## config.mk

```make
export PLATFORM = sky130hd
export DESIGN_NAME = bat_key_ctrl
export DESIGN_NICKNAME = d
export VERILOG_FILES = /design/src/rtl/bat_key_ctrl.sv
export SDC_FILE = /design/constraint.sdc
export NUM_CORES = 1
export LEC_CHECK = 0
export ABC_AREA = 1
export CORE_MARGIN = 2
export CORE_UTILIZATION = 45
export CTS_CLUSTER_DIAMETER = 200
export DETAILED_ROUTE_END_ITERATION = 8
export PLACE_DENSITY_LB_ADDON = 0.2
export SYNTH_ARGS = -nofsm -noshare
export SYNTH_HDL_FRONTEND = slang
export SYNTH_SLANG_ARGS = --single-unit
```

## constraint.sdc

```tcl
create_clock -name clk -period 1.7 [get_ports clk]
set_input_delay 0.255 -clock clk [delete_from_list [all_inputs] [get_ports clk]]
set_output_delay 0.255 -clock clk [all_outputs]
set_load 0.02 [all_outputs]
```

## src/rtl/bat_key_ctrl.sv

```systemverilog
// PS/2 set-2 scan-code decoder for bat control: held right/left levels and launch pulse.
// Optional BAT_KEY_LAST_WINS_EN: when both arrows are held, only the last-made one is driven.
module bat_key_ctrl #(
    parameter logic [7:0] KEY_RIGHT   = 8'h74,
    parameter logic [7:0] KEY_LEFT    = 8'h6B,
    parameter logic [7:0] KEY_LAUNCH  = 8'h29,
    parameter int         PREFIX_TOUT = 50000
) (
    input  logic       clk,
    input  logic       reset,
    input  logic [7:0] din,
    input  logic       din_new,
    output logic       right,
    output logic       left,
    output logic       launch
);

    typedef enum logic [1:0] {IDLE, EXT, BRK, EXT_BRK} state_t;

    localparam logic [7:0]  BYTE_EXT  = 8'hE0;
    localparam logic [7:0]  BYTE_BRK  = 8'hF0;
    localparam logic [19:0] TOUT_LAST = 20'(PREFIX_TOUT - 1);
    localparam logic [19:0] CNT_MAX   = '1;

    state_t      state;
    logic [19:0] tcnt;
    logic        held_r;
    logic        held_l;
    logic        launch_q;
    logic        tout;
    logic        sel_r;
    logic        sel_l;

    assign tout = (state != IDLE) && (tcnt == TOUT_LAST);

    // A byte arriving on the timeout cycle is decoded; the timeout only acts without one.
    always_ff @(posedge clk) begin
        if (reset) begin
            state    <= IDLE;
            tcnt     <= '0;
            held_r   <= 1'b0;
            held_l   <= 1'b0;
            launch_q <= 1'b0;
        end else begin
            launch_q <= 1'b0;
            if (din_new) begin
                tcnt <= '0;
                unique case (state)
                    IDLE: begin
                        if (din == BYTE_EXT) begin
                            state <= EXT;
                        end else if (din == BYTE_BRK) begin
                            state <= BRK;
                        end else begin
                            state <= IDLE;
                            if (din == KEY_LAUNCH) launch_q <= 1'b1;
                        end
                    end
                    EXT: begin
                        if (din == BYTE_EXT) begin
                            state <= EXT;
                        end else if (din == BYTE_BRK) begin
                            state <= EXT_BRK;
                        end else begin
                            state <= IDLE;
                            if (din == KEY_RIGHT) held_r <= 1'b1;
                            else if (din == KEY_LEFT) held_l <= 1'b1;
                        end
                    end
                    BRK: begin
                        state <= IDLE;
                    end
                    EXT_BRK: begin
                        if (din == BYTE_EXT) begin
                            state <= EXT;
                        end else begin
                            state <= IDLE;
                            if (din == KEY_RIGHT) held_r <= 1'b0;
                            else if (din == KEY_LEFT) held_l <= 1'b0;
                        end
                    end
                endcase
            end else if (state == IDLE || tout) begin
                state <= IDLE;
                tcnt  <= '0;
            end else if (tcnt != CNT_MAX) begin
                tcnt <= tcnt + 20'd1;
            end
        end
    end

`ifdef BAT_KEY_LAST_WINS_EN
    logic last_r;

    // Remembers which arrow was made most recently (1 = right).
    always_ff @(posedge clk) begin
        if (reset) begin
            last_r <= 1'b0;
        end else if (din_new && state == EXT &&
                     din != BYTE_EXT && din != BYTE_BRK) begin
            if (din == KEY_RIGHT) last_r <= 1'b1;
            else if (din == KEY_LEFT) last_r <= 1'b0;
        end
    end

    assign sel_r = held_r & (~held_l | last_r);
    assign sel_l = held_l & (~held_r | ~last_r);
`else
    assign sel_r = held_r;
    assign sel_l = held_l;
`endif

    always_ff @(posedge clk) begin
        if (reset) begin
            right  <= 1'b0;
            left   <= 1'b0;
            launch <= 1'b0;
        end else begin
            right  <= sel_r;
            left   <= sel_l;
            launch <= launch_q;
        end
    end

endmodule

```

==> flow_metrics.env, run 1 <==
export IMPL_status="completed"
export IMPL_cells_resized_by_post_cts_repair=0
export IMPL_cap_viol_max_count=0
export IMPL_synthesis_nets=257
export IMPL_ctsRootBufferMaster="clkbuf_4"
export IMPL_comb_power_share_pct=5.1
export IMPL_cts_sink_count=28
export IMPL_synth_edf_count=0
export IMPL_design_final_nets=280
export IMPL_first_global_vias=1436
export IMPL_max_freq_ghz=0.646
export IMPL_worst_r2r_cell_count=9
export IMPL_crit_path_start_kind="register"
export IMPL_critPathMaxStageDelay_ns=0.37
export IMPL_floorplan_io_pins=14
export IMPL_switchingPower_mw=0.222
export IMPL_drtIter0Drc=61
export IMPL_synthTopCellsByCount="62 x nor2_1, 54 x nand2_1, 28 x dfxtp_1, 28 x inv_1, 21 x nand3_1"
export IMPL_timing_max_slew_rel_slack_pct=76.6
export IMPL_ys_warnings_count=0
export IMPL_power_share_sequential_pct=63.2
export IMPL_dieWidth_um=63.4
export IMPL_criticalPathCategory="reg2reg"
export IMPL_critical_path_top_cell_by_count="inv_2"
export IMPL_critical_path_arrival_ns=1.83
export IMPL_grt_setup_unrepaired="no"
export IMPL_pin_count_of_the_biggest_net_entering_global_routing=16
export IMPL_cts_root_to_sink_buffers=2
export IMPL_cellLeakagePower_nw=0.697
export IMPL_floorplan_core_area_um2=3360
export IMPL_cell_internal_pwr_mw=0.817
export IMPL_pwr_share_clk_pct=31.7
export IMPL_grt_use_total_pct=19.1
export IMPL_startpoint_of_the_worst_register_to_register_path="tcnt[0]"
export IMPL_totalNegativeSetupSlack_ns=0
export IMPL_stdcell_count=313
export IMPL_core_rowCount=21
export IMPL_syn_cell_area_um2=1590
export IMPL_area_growth_pct=16.3
export IMPL_switching_share_of_power_pct=21.4
export IMPL_floorplan_die_area_um2=4010
export IMPL_synth_top_area_share_pct=35.4
export IMPL_antenna_cells=0
export IMPL_grt_antenna_before_repair=0
export IMPL_cts_hold_repair_buffers=0
export IMPL_crit_path_max_fanout=12
export IMPL_synthDistinctLibCells=23
export IMPL_post_cts_setup_buffers=0
export IMPL_r2r_end="tcnt[0]"
export IMPL_finalWeightedCongestion=0.934
export IMPL_final_hold_viol_count=0
export IMPL_ys_seq_elements=28
export IMPL_placedCellCount=309
export IMPL_synth_seq_area_share_pct=35.4
export IMPL_cp_top_family="simple AND/OR/NAND/NOR gates"
export IMPL_min_delay_worst_endpoint="launch"
export IMPL_port_buffers=13
export IMPL_cts_inserted_buffers=3
export IMPL_cp_end_kind="register"
export IMPL_global_route_overflow_total=0
export IMPL_multi_input_comb_area_um2=886
export IMPL_cts_tree="yes"
export IMPL_cp_required_ns=1.99
export IMPL_post_layout_min_period_ns=1.55
export IMPL_worst_hold_startpoint="launch_q"
export IMPL_routed_wirelength_um=3360
export IMPL_finalMaxSlewViolations=0
export IMPL_async_flop_share_pct=0
export IMPL_power_per_cell_area_nw_per_um2=564
export IMPL_drive_above_1_share_pct=8.24
export IMPL_synth_top_cells_by_area="dfxtp_1 35%, nor2_1 15%, nand2_1 13%, inv_1 6.6%, nand3_1 6.6%"
export IMPL_drc=0
export IMPL_die_height_um=63.4
export IMPL_hpwlAfterDp_um=2640
export IMPL_routedWlPerCell_um=10.7
export IMPL_synthMostInstantiatedCell="nor2_1"
export IMPL_timing_critical_path_slowest_stage_cell="dfxtp_1"
export IMPL_hold_depth=2
export IMPL_ff_latch_area_um2=561
export IMPL_final_antenna_net_count=0
export IMPL_fillCellCount=369
export IMPL_setup_reg_to_reg_worst_slack_ns=0.15
export IMPL_clk_pin_slew_worst_paths_ns=0.15
export IMPL_timing_critical_path_buf_inv=2
export IMPL_cp_cell_sequence="ha_1, nand3_2, inv_2, nand2_4, nor2_4, nand2_2, inv_2, nand2_1, a21oi_1"
export IMPL_vdd_ir_drop_worst_v=0.000261
export IMPL_grt_pass1_wl_um=6200
export IMPL_number_of_cells_produced_by_synthesis=245
export IMPL_timing_final_setup_violations=0
export IMPL_syn_mean_instance_area_um2=6.47
export IMPL_holdCritPathClass="reg2reg"
export IMPL_viasPerCell=4.80
export IMPL_netlist_top_cell_by_area="dfxtp_1"
export IMPL_finalClockSkew_ns=0.0100
export IMPL_vias_after_detailed_routing=1501
export IMPL_synth_top_flop_cell="dfxtp_1"
export IMPL_insertion_delay_ns=0.33
export IMPL_worst_pin_slew_ns=0.346
export IMPL_initial_core_util_pct=47.1
export IMPL_final_period_utilization_pct=91.0
export IMPL_cts_htree_levels=1
export IMPL_detailed_routing_iterations_pass_1=6
worst max path at each step:
stage | startpoint | to | slack [ns] | cells past startpoint
2_1_floorplan | tcnt[0] | tcnt[1] | 0.22 | 9
3_3_place_gp | din_new | held_l | 0.13 | 8
3_5_place_dp | din[1] | held_l | 0.09 | 9
4_1_cts | tcnt[0] | tcnt[0] | 0.15 | 9
5_1_grt | tcnt[0] | tcnt[14] | 0.04 | 9
6_report | tcnt[0] | tcnt[0] | 0.15 | 9
worst reg2reg max path, stage by stage (launching register included):
cell,delay (ns)
dfxtp_1,0.37
ha_1,0.19
nand3_2,0.15
inv_2,0.12
nand2_4,0.06
nor2_4,0.14
nand2_2,0.07
inv_2,0.20
nand2_1,0.08
a21oi_1,0.12
stage by stage:
| stage | worst slack, ns | hold slack (ns) | power (mW) | util [%] | cell area [µm²] |
|---|---|---|---|---|---|
| final | 0.153 | 0.409 | 1.04 | 54.8 | 1840 |
| after global routing | 0.0418 | 0.472 | 1.08 | 54.8 | 1840 |
| after CTS | 0.155 | 0.411 | 1.05 | 54.8 | 1840 |
| after detailed placement | 0.0885 | 0.392 | 0.724 | 53.7 | 1810 |
| after global placement | 0.130 | 0.394 | 0.724 | 53.7 | 1810 |
| after floorplan | 0.224 | 0.324 | 0.688 | - | 1590 |
power groups by stage:
stage	combinational, mW	sequential, mW	clock [mW]
global route	0.0597	0.657	0.367
finish	0.0531	0.657	0.329
floorplan	0.0175	0.671	0
CTS	0.0534	0.657	0.339
global placement	0.0533	0.671	0
detailed placement	0.0531	0.671	0
final cells by class:
class | instances | area share, %
multi-input combinational | 184 | 48.1
sequential | 28 | 30.4
timing repair buffer | 21 | 10.3
inverter | 30 | 6.11
tap | 46 | 3.12
clock buffer | 4 | 1.97
sequential cells by signal, indices dropped and copies added (netlist names):
signal,flops
held_l,1
state,2
launch,1
left,1
held_r,1
tcnt,20
launch_q,1
right,1
metal layers:
| metal | track usage [%] | vias to the layer above | part of all wire [%] |
|---|---|---|---|
| li1 | - | 812 | - |
| met1 | 25.1 | 648 | 50 |
| met2 | 30.3 | 35 | 44 |
| met3 | 3.21 | 6 | 4.6 |
| met4 | 9.51 | 0 | 1.6 |
| met5 | 0 | - | 0 |
logic make-up (layout without fill, tap and decap cells):
family / Yosys count / after routing / share of synthesized area [%]
adders and majority gates: 1 / 1 / 0.789
DFF: 28 / 28 / 35.4
AOI/OAI and AO/OA: 10 / 10 / 3.55
xor gates and xnor gates: 13 / 13 / 7.18
buffers and inverters: 33 / 55 / 8.76
and+or+nand+nor: 160 / 160 / 44.4
layout by cell type (no fill, tap or decap), types with 2 or more instances in the layout:
master	count
xor2_1	5
inv_2	2
a21oi_1	6
nand4_1	6
inv_1	28
clkbuf_4	3
nand3_2	2
nand3b_1	2
nor3_1	7
dfxtp_1	28
nand2_1	54
nand3_1	21
nand2_2	2
buf_4	8
nor2_4	2
o21ai_0	2
clkdlybuf4s50_1	13
nor2_1	62
xnor2_1	8
Power figures use the tool's default switching activity.
==> run 2: changes to the inputs <==
ABC_AREA = default   (was 1)
clock period = 1.4 ns   (was 1.7 ns; I/O delays follow)
==> run 2 against run 1 <==
The flow now finishes with violations (setup timing). Clock skew down 0.0018 ns. Sequential cell count unchanged. Register-to-register slack worse by 0.35 ns. Utilization rose by 16 points. Global-route usage grew 3.7 points. Routed wire length grew 11%. Highest routed layer unchanged.
==> flow_metrics.env, run 2 <==
export IMPL_cts_hold_repair_buffers=0
export IMPL_post_layout_min_period_ns=1.59
export IMPL_first_global_vias=1398
export IMPL_cp_required_ns=1.65
export IMPL_hpwlAfterDp_um=2670
export IMPL_viasPerCell=5.52
export IMPL_biggest_registers_after_layout="tcnt (20), state (2)"
export IMPL_grt_setup_unrepaired="yes"
export IMPL_initial_core_util_pct=46.5
export IMPL_async_flop_share_pct=0
export IMPL_core_rowCount=20
export IMPL_power_per_cell_area_nw_per_um2=629
export IMPL_port_buffers=13
export IMPL_vdd_ir_drop_worst_v=0.000402
export IMPL_max_freq_ghz=0.627
export IMPL_violated_checks="setup timing"
export IMPL_netlist_top_cell_by_area="dfxtp_1"
export IMPL_syn_cell_area_um2=1380
export IMPL_routedWlPerCell_um=14.7
export IMPL_largest_register_ffs=20
export IMPL_synth_seq_area_share_pct=40.5
export IMPL_clk_pin_slew_worst_paths_ns=0.15
export IMPL_holdCritPathClass="in2reg"
export IMPL_floorplan_die_area_um2=3530
export IMPL_floorplan_core_area_um2=2980
export IMPL_finalClockSkew_ns=0.00824
export IMPL_floorplan_io_pins=14
export IMPL_synthMostInstantiatedCell="dfxtp_1"
export IMPL_area_growth_pct=52.4
export IMPL_critical_path_arrival_ns=1.85
export IMPL_detailed_routing_iterations_pass_1=6
export IMPL_grt_use_total_pct=22.8
export IMPL_cp_end_kind="register"
export IMPL_finalMaxSlewViolations=0
export IMPL_totalPowerFinal_mw=1.33
export IMPL_cts_tree="yes"
export IMPL_global_route_overflow_total=0
export IMPL_final_hold_viol_count=0
export IMPL_cts_inserted_buffers=3
export IMPL_timing_final_setup_violations=22
export IMPL_die_height_um=59.5
export IMPL_synthDistinctLibCells=37
export IMPL_design_final_nets=234
export IMPL_vias_after_detailed_routing=1403
export IMPL_comb_power_share_pct=5.7
export IMPL_cts_htree_levels=1
export IMPL_synth_top_flop_cell="dfxtp_1"
export IMPL_dieWidth_um=59.5
export IMPL_finalWorstSetupSlack_ns=-0.195
export IMPL_drive_above_1_share_pct=41.2
export IMPL_status="finished with violations"
export IMPL_routed_wirelength_um=3730
export IMPL_pin_count_of_the_biggest_net_entering_global_routing=21
export IMPL_ctsRootBufferMaster="clkbuf_4"
export IMPL_insertion_delay_ns=0.33
export IMPL_ys_seq_elements=28
export IMPL_synthesis_nets=168
export IMPL_cell_internal_pwr_mw=1.06
export IMPL_syn_mean_instance_area_um2=8.87
export IMPL_crit_path_start_kind="register"
export IMPL_antenna_cells=0
export IMPL_timing_max_slew_rel_slack_pct=78.5
export IMPL_number_of_cells_produced_by_synthesis=156
export IMPL_criticalPathCategory="reg2reg"
export IMPL_cap_viol_max_count=0
export IMPL_synth_top_cells_by_area="dfxtp_1 41%, nor2_1 5.4%, xnor2_1 4.4%, nand4_2 3.6%, nand3_1 3.3%"
export IMPL_power_share_sequential_pct=59.6
export IMPL_synthTopCellsByCount="28 x dfxtp_1, 20 x nor2_1, 10 x nand2_1"
export IMPL_post_route_util_pct=70.8
export IMPL_synth_top_area_share_pct=40.5
export IMPL_ys_warnings_count=0
export IMPL_mostFrequentLayoutCells="53 x buf_4, 20 x nor2_1, 19 x dfxtp_1"
export IMPL_drtIter0Drc=70
export IMPL_final_common_cell="buf_4"
export IMPL_final_antenna_net_count=0
export IMPL_grt_antenna_before_repair=0
export IMPL_finalWeightedCongestion=0.828
export IMPL_crit_path_max_fanout=20
export IMPL_cts_root_to_sink_buffers=2
export IMPL_final_period_utilization_pct=114
export IMPL_drc=0
export IMPL_cellLeakagePower_nw=0.869
export IMPL_switching_share_of_power_pct=20.4
export IMPL_pwr_share_clk_pct=34.6
export IMPL_cts_sink_count=28
export IMPL_hold_depth=4
export IMPL_grt_pass1_wl_um=6160
export IMPL_setup_reg_to_reg_worst_slack_ns=-0.19
export IMPL_synth_edf_count=0
export IMPL_worst_pin_slew_ns=0.323
export IMPL_worst_r2r_cell_count=7
export IMPL_register_with_the_most_flip_flops="tcnt"
export IMPL_switchingPower_mw=0.271
-- run 2: what timing repair did --
item | CTS | global route
pin swaps | 6 | 3
resized for setup | 10 | 7
buffers inserted | 7 | 0
endpoints found under the setup margin | 26 | 24
-- run 2: stage by stage --
stage	TNS [ns]	std cells	cell area, µm²	setup WS, ns	hold slack, ns
3_3_place_gp	-5.59	243	1960	-0.471	0.425
5_1_grt	-6.34	254	2110	-0.309	0.358
4_1_cts	-3.78	254	2080	-0.192	0.456
6_report	-3.60	254	2110	-0.195	0.369
3_5_place_dp	-5.64	243	1960	-0.526	0.424
2_1_floorplan	-2.76	156	1480	-0.158	0.282
-- run 2: path summary, 6_finish.rpt --
check	from	to
setup / recovery	tcnt[1]	tcnt[6]
hold / removal	din[6]	launch_q
setup reg to reg	tcnt[1]	tcnt[6]
hold reg to reg	launch_q	launch
-- run 2: area by class of cell --
type,count,area (µm²)
clock buffers,4,47.5
fillers,224,870
inverters,2,7.51
multi-input cells,120,886
flip-flops and latches,28,579
well taps,33,41.3
repair buffers,67,547
-- run 2: cells by family (layout without fill, tap and decap cells) --
family / Yosys count / after routing / synth area share [%]
flip-flops: 28 / 28 / 40.5
multiplexers: 3 / 3 / 2.35
adder cells (fa/ha/maj): 2 / 2 / 1.63
XOR/XNOR: 11 / 11 / 6.96
AND/OR/NAND/NOR: 83 / 83 / 35.4
buffers and inverters: 8 / 73 / 2.89
AO/OA/AOI/OAI: 21 / 21 / 10.2
-- run 2: worst max-delay path: stages, from the launching register on --
cell and delay, ns:
dfxtp_4 0.38, ha_4 0.16, and3_4 0.19, and3_4 0.17
nand4_1 0.11, o211ai_1 0.15, buf_12 0.19, nor3_1 0.16
-- run 2: metal layers --
metal | vias up | global-route usage, % | part of all wire [%]
met4 | 0 | 7.47 | 2.3
met1 | 662 | 30.0 | 46
met2 | 22 | 38.5 | 50
li1 | 709 | - | -
met3 | 10 | 2.84 | 2.4
met5 | - | 0 | 0
-- run 2: power groups by stage --
stage	sequential (mW)	clock (mW)	combinational, mW
after global routing	0.792	0.496	0.0799
after detailed placement	0.811	0	0.0656
after floorplan	0.811	0	0.00924
after CTS	0.793	0.471	0.0713
final	0.791	0.460	0.0759
after global placement	0.811	0	0.0636
